<file path="config.mk">
export PLATFORM = sky130hd
export DESIGN_NAME = cache_fill_ctrl
export DESIGN_NICKNAME = d
export VERILOG_FILES = /design/src/rtl/cache_fill_ctrl.sv
export SDC_FILE = /design/constraint.sdc
export NUM_CORES = 1
export LEC_CHECK = 0
export CAP_MARGIN = 20
export CORE_MARGIN = 2
export CORE_UTILIZATION = 40
export DETAILED_ROUTE_END_ITERATION = 10
export PLACE_DENSITY = 0.74
export RECOVER_POWER = 50
export SLEW_MARGIN = 10
export SYNTH_ARGS = -nofsm -noshare
export SYNTH_HDL_FRONTEND = slang
export SYNTH_SLANG_ARGS = --single-unit
export TNS_END_PERCENT = 30
</file>
<file path="constraint.sdc">
create_clock -name CLK -period 6.1 [get_ports CLK]
set_input_delay 1.83 -clock CLK [delete_from_list [all_inputs] [get_ports CLK]]
set_output_delay 1.83 -clock CLK [all_outputs]
set_load 0.05 [all_outputs]
</file>
<file path="src/rtl/cache_fill_ctrl.sv">
// Instruction-cache line-fill controller: fetches an 8-word line with single-outstanding reads.
// Define CACHE_FILL_CWF_EN to fetch the missed word first (critical-word-first ordering).
module cache_fill_ctrl #(
    parameter int LINE_WORDS = 8
) (
    input  logic        CLK,
    input  logic        RST_N,
    input  logic [31:0] PC,
    input  logic        miss,
    output logic        mem_rden,
    output logic [31:0] mem_addr,
    input  logic [31:0] mem_rdata,
    input  logic        mem_rvalid,
    output logic [31:0] w0,
    output logic [31:0] w1,
    output logic [31:0] w2,
    output logic [31:0] w3,
    output logic [31:0] w4,
    output logic [31:0] w5,
    output logic [31:0] w6,
    output logic [31:0] w7,
    output logic        update,
    output logic        stall
);

    localparam logic [2:0] LAST_K = 3'(LINE_WORDS - 1);

    typedef enum logic [1:0] {
        S_IDLE,
        S_ISSUE,
        S_WAIT,
        S_UPDATE
    } state_t;

    state_t      state;
    logic [2:0]  k;
    logic [26:0] line_tag;
    logic [2:0]  start_off;
    logic [2:0]  miss_start;
    logic [2:0]  slot;
    logic [2:0]  slot_next;
    logic [31:0] words [LINE_WORDS];
    logic        unused_pc;

`ifdef CACHE_FILL_CWF_EN
    assign miss_start = PC[4:2];
    assign unused_pc  = ^PC[1:0];

    always_ff @(posedge CLK) begin
        if (!RST_N) begin
            start_off <= 3'd0;
        end else if (state == S_IDLE && miss) begin
            start_off <= PC[4:2];
        end
    end
`else
    assign miss_start = 3'd0;
    assign start_off  = 3'd0;
    assign unused_pc  = ^PC[4:0];
`endif

    // Slot arithmetic wraps in 3 bits so critical-word-first order rolls over the line end.
    assign slot      = start_off + k;
    assign slot_next = start_off + k + 3'd1;

    always_ff @(posedge CLK) begin
        if (!RST_N) begin
            state    <= S_IDLE;
            k        <= 3'd0;
            line_tag <= 27'd0;
            mem_rden <= 1'b0;
            mem_addr <= 32'd0;
            update   <= 1'b0;
            for (int i = 0; i < LINE_WORDS; i++) begin
                words[i] <= 32'd0;
            end
        end else begin
            mem_rden <= 1'b0;
            mem_addr <= 32'd0;
            update   <= 1'b0;
            case (state)
                S_IDLE: begin
                    if (miss) begin
                        line_tag <= PC[31:5];
                        k        <= 3'd0;
                        state    <= S_ISSUE;
                        mem_rden <= 1'b1;
                        mem_addr <= {PC[31:5], miss_start, 2'b00};
                    end
                end
                S_ISSUE: begin
                    state <= S_WAIT;
                end
                S_WAIT: begin
                    // Responses are only accepted here; anything arriving elsewhere is dropped.
                    if (mem_rvalid) begin
                        words[slot] <= mem_rdata;
                        if (k == LAST_K) begin
                            state  <= S_UPDATE;
                            update <= 1'b1;
                        end else begin
                            k        <= k + 3'd1;
                            state    <= S_ISSUE;
                            mem_rden <= 1'b1;
                            mem_addr <= {line_tag, slot_next, 2'b00};
                        end
                    end
                end
                S_UPDATE: begin
                    state <= S_IDLE;
                end
                default: begin
                    state <= S_IDLE;
                end
            endcase
        end
    end

    assign w0 = words[0];
    assign w1 = words[1];
    assign w2 = words[2];
    assign w3 = words[3];
    assign w4 = words[4];
    assign w5 = words[5];
    assign w6 = words[6];
    assign w7 = words[7];

    // A miss seen in IDLE stalls immediately, before the FSM has left IDLE.
    assign stall = (state != S_IDLE) | miss;

endmodule
</file>
==> flow_metrics.py <==
metrics = {
    "sta": {
        "rsz0062_at_grt": "false",
        "setup_violations": 0,
        "slew_violations": 165,
        "fmax_ghz": 0.195,
        "finalHoldViolations": 0,
        "fin_tns_setup_ns": 0,
        "finalClockSkew_ns": 0.00784,
        "tightest_slew_ns": 2.54,
        "period_needed_ns": 5.14,
        "max_slew_margin": -0.713,
        "finalCritPeriodShare": 0.843,
    },
    "clock_tree": {
        "cts_root_buf": "clkbuf_16",
        "post_cts_buffers": 0,
        "numCtsBuffers": 31,
        "cts_tree": "built",
        "clock_latency_ns": 0.55,
        "cts_resized": 0,
        "cts_num_sinks": 320,
        "ctsHoldBuffers": 0,
        "htreeDepth": 1,
        "cts.clk_slew.worst_paths_ns": 0.06,
        "cts_max_path_buffers": 3,
    },
    "power": {
        "ir_worst_vdd_mv": 0.244,
        "cellPowerDensity_nw_per_um2": 314,
        "leakagePower_nw": 5.86,
    },
    "placement": {
        "port_buffers": 351,
        "dp.cells": 1566,
        "place_hpwl_mm": 22.4,
        "place_area_sq_um": 15400,
        "place_congestion": 0.885,
    },
    "finish": {
        "fin_nets": 1291,
        "final_cell_mix": "edfxtp_1, nor2_1, clkdlybuf4s50_1",
        "layout-drive-gt1-share": 0.0578,
        "diodes": 0,
        "area_growth_pct": 43.6,
        "fin_area_sq_um": 16500,
        "final_common_cell": "edfxtp_1",
        "fin_cells": 1623,
    },
    "logic_synthesis": {
        "synth_warnings": 0,
        "synth_edf_count": 256,
        "synth_mux_area_frac": 0.00175,
        "avgSynthCellArea_sq_um": 13.1,
        "synthesis.area_sq_um": 11500,
        "synth.distinct_cells": 32,
        "synth_fa_ha_area_frac": 0.00218,
        "yosys.area_share.simple": 0.154,
        "ys_ff_latch": 320,
        "synth_ff_type": "edfxtp_1",
        "yosysSeqAreaShare": 0.782,
        "synth_top_family_by_area": "simple AND/OR/NAND/NOR gates",
        "synth_xor_area_frac": 0,
        "synth_compound_area_frac": 0.0362,
        "synthCells": 877,
        "async_reset_ff_frac": 0,
    },
    "critical_path": {
        "cp_cell_sequence": "clkdlybuf4s50_1 > or3_1 > clkdlybuf4s50_1",
        "worst-path-max-fanout": 3,
        "cpLargestDelayFamily": "buffers and inverters",
        "end_kind": "output pin",
        "arrival_ns": 3.31,
        "worstSetupPathType": "in -> out",
        "cp-start-kind": "input port",
        "cp.buffers_inverters": 2,
        "critical_path_required_ns": 4.27,
        "max_stage_delay_ns": 0.72,
        "cp_common_cell": "clkdlybuf4s50_1",
        "cp_slowest_cell": "clkdlybuf4s50_1",
    },
    "routing": {
        "initialDrtViolationCount": 647,
        "dr.pass1.iters": 4,
        "via_per_inst": 4.95,
        "vias": 8034,
        "wirelength_mm": 32.8,
        "wl_per_cell_microns": 20.2,
        "final_antenna_net_count": 0,
        "post-route-drc-count": 0,
    },
    "grt": {
        "globalRoute.busiestLayer": "met2",
        "grt_max_degree": 67,
        "track_usage": 0.213,
        "grt_overflow": 0,
        "use_met1": 0.261,
        "grt_use_met2": 0.368,
        "antenna_found_initial": 1,
        "grt_pass1_vias": 7889,
        "met3_usage": 0.0461,
        "grt_first_pass_wirelength_mm": 49.0,
    },
    "floorplan": {
        "initial_core_util": 0.409,
        "coreArea_sq_um": 28000,
        "fp.dieH_microns": 173,
        "io_pins": 359,
        "fp-row-count": 61,
        "die_x_microns": 173,
        "die-area_sq_um": 30000,
    },
    "status": {
        "status": "finished, violations left",
        "failed_checks": "capacitance limit, slew limit",
    },
    "worst_hold_path": {
        "min_path_type": "reg -> reg",
    },
    "job": {
        "cap_violations": 8,
    },
}
[cell families (layout without fill, tap and decap cells)]
family                   count (synthesis)  count (layout)
AND/OR/NAND/NOR                        427             427
other                                    1               2
buffers and inverters                   58             425
AO/OA/AOI/OAI                           67              67
flip-flops                             320             320
adder cells (fa/ha/maj)                  2               2
multiplexers                             2               2
[path summary, 6_finish.rpt]
check | end | depth (start not counted) | slack [ns] | from
worst min register to register | mem_addr[13] | 2 | 0.45 | line_tag[8]
worst max-delay path | stall | 3 | 0.96 | miss
worst max register to register | words[6][19] | 4 | 0.97 | state[1]
worst min-delay path | mem_addr[13] | 2 | 0.45 | line_tag[8]
[area by class of cell]
type | instances | area (sq um)
flip-flops and latches | 320 | 8970
well taps | 378 | 473
inverters | 2 | 7.51
clock buffers | 32 | 779
clock inverters | 25 | 352
multi-input cells | 500 | 2270
fillers | 2146 | 11500
repair buffers | 366 | 3610
[cell usage after synthesis (5+ instances only)]
cell,n,area (sq um)
nand3_1,5,25.0
buf_1,9,33.8
nor2_1,226,848
clkbuf_1,30,113
a21oi_1,28,140
and2_1,33,206
buf_2,11,55.1
edfxtp_1,256,7690
o21ai_0,9,45.0
dfxtp_1,64,1280
a21boi_0,28,210
nand2_1,147,552
[per-layer routing]
metal  vias up  part of all wire
li1       3662                 -
met1      3902              0.38
met2       391              0.50
met3        77             0.083
met4         2             0.040
met5         -           0.00040
[worst reg2reg max path, stage by stage, from the launching register on]
cell and delay [ns]:
dfxtp_1 0.43, nor2b_1 0.70, nand3_4 0.84, o21ai_0 2.27, buf_4 0.56
[metrics by stage]
stage	utilization	hold slack (ns)	power, mW	setup WS [ns]
detailed placement	0.551	0.446	3.13	0.972
finish	0.588	0.454	5.17	0.960
global route	0.588	0.474	5.30	0.616
CTS	0.591	0.458	5.22	0.966
global placement	0.550	0.442	3.12	0.974
floorplan	-	0.437	2.88	1.11
[registers in the layout, summed over array words and instances, names as in the netlist]
register  flops
line_tag     27
mem_rden      1
state         2
words       256
update        1
k             3
mem_addr     30
[power breakdown]
group / total [mW] / internal, mW / switching [mW]
sequential: 2.46 / 2.44 / 0.0291
combinational: 0.595 / 0.166 / 0.429
clock: 2.11 / 1.30 / 0.807
total: 5.17 / 3.90 / 1.27
Note: power is estimated with default switching activity, not from simulation.
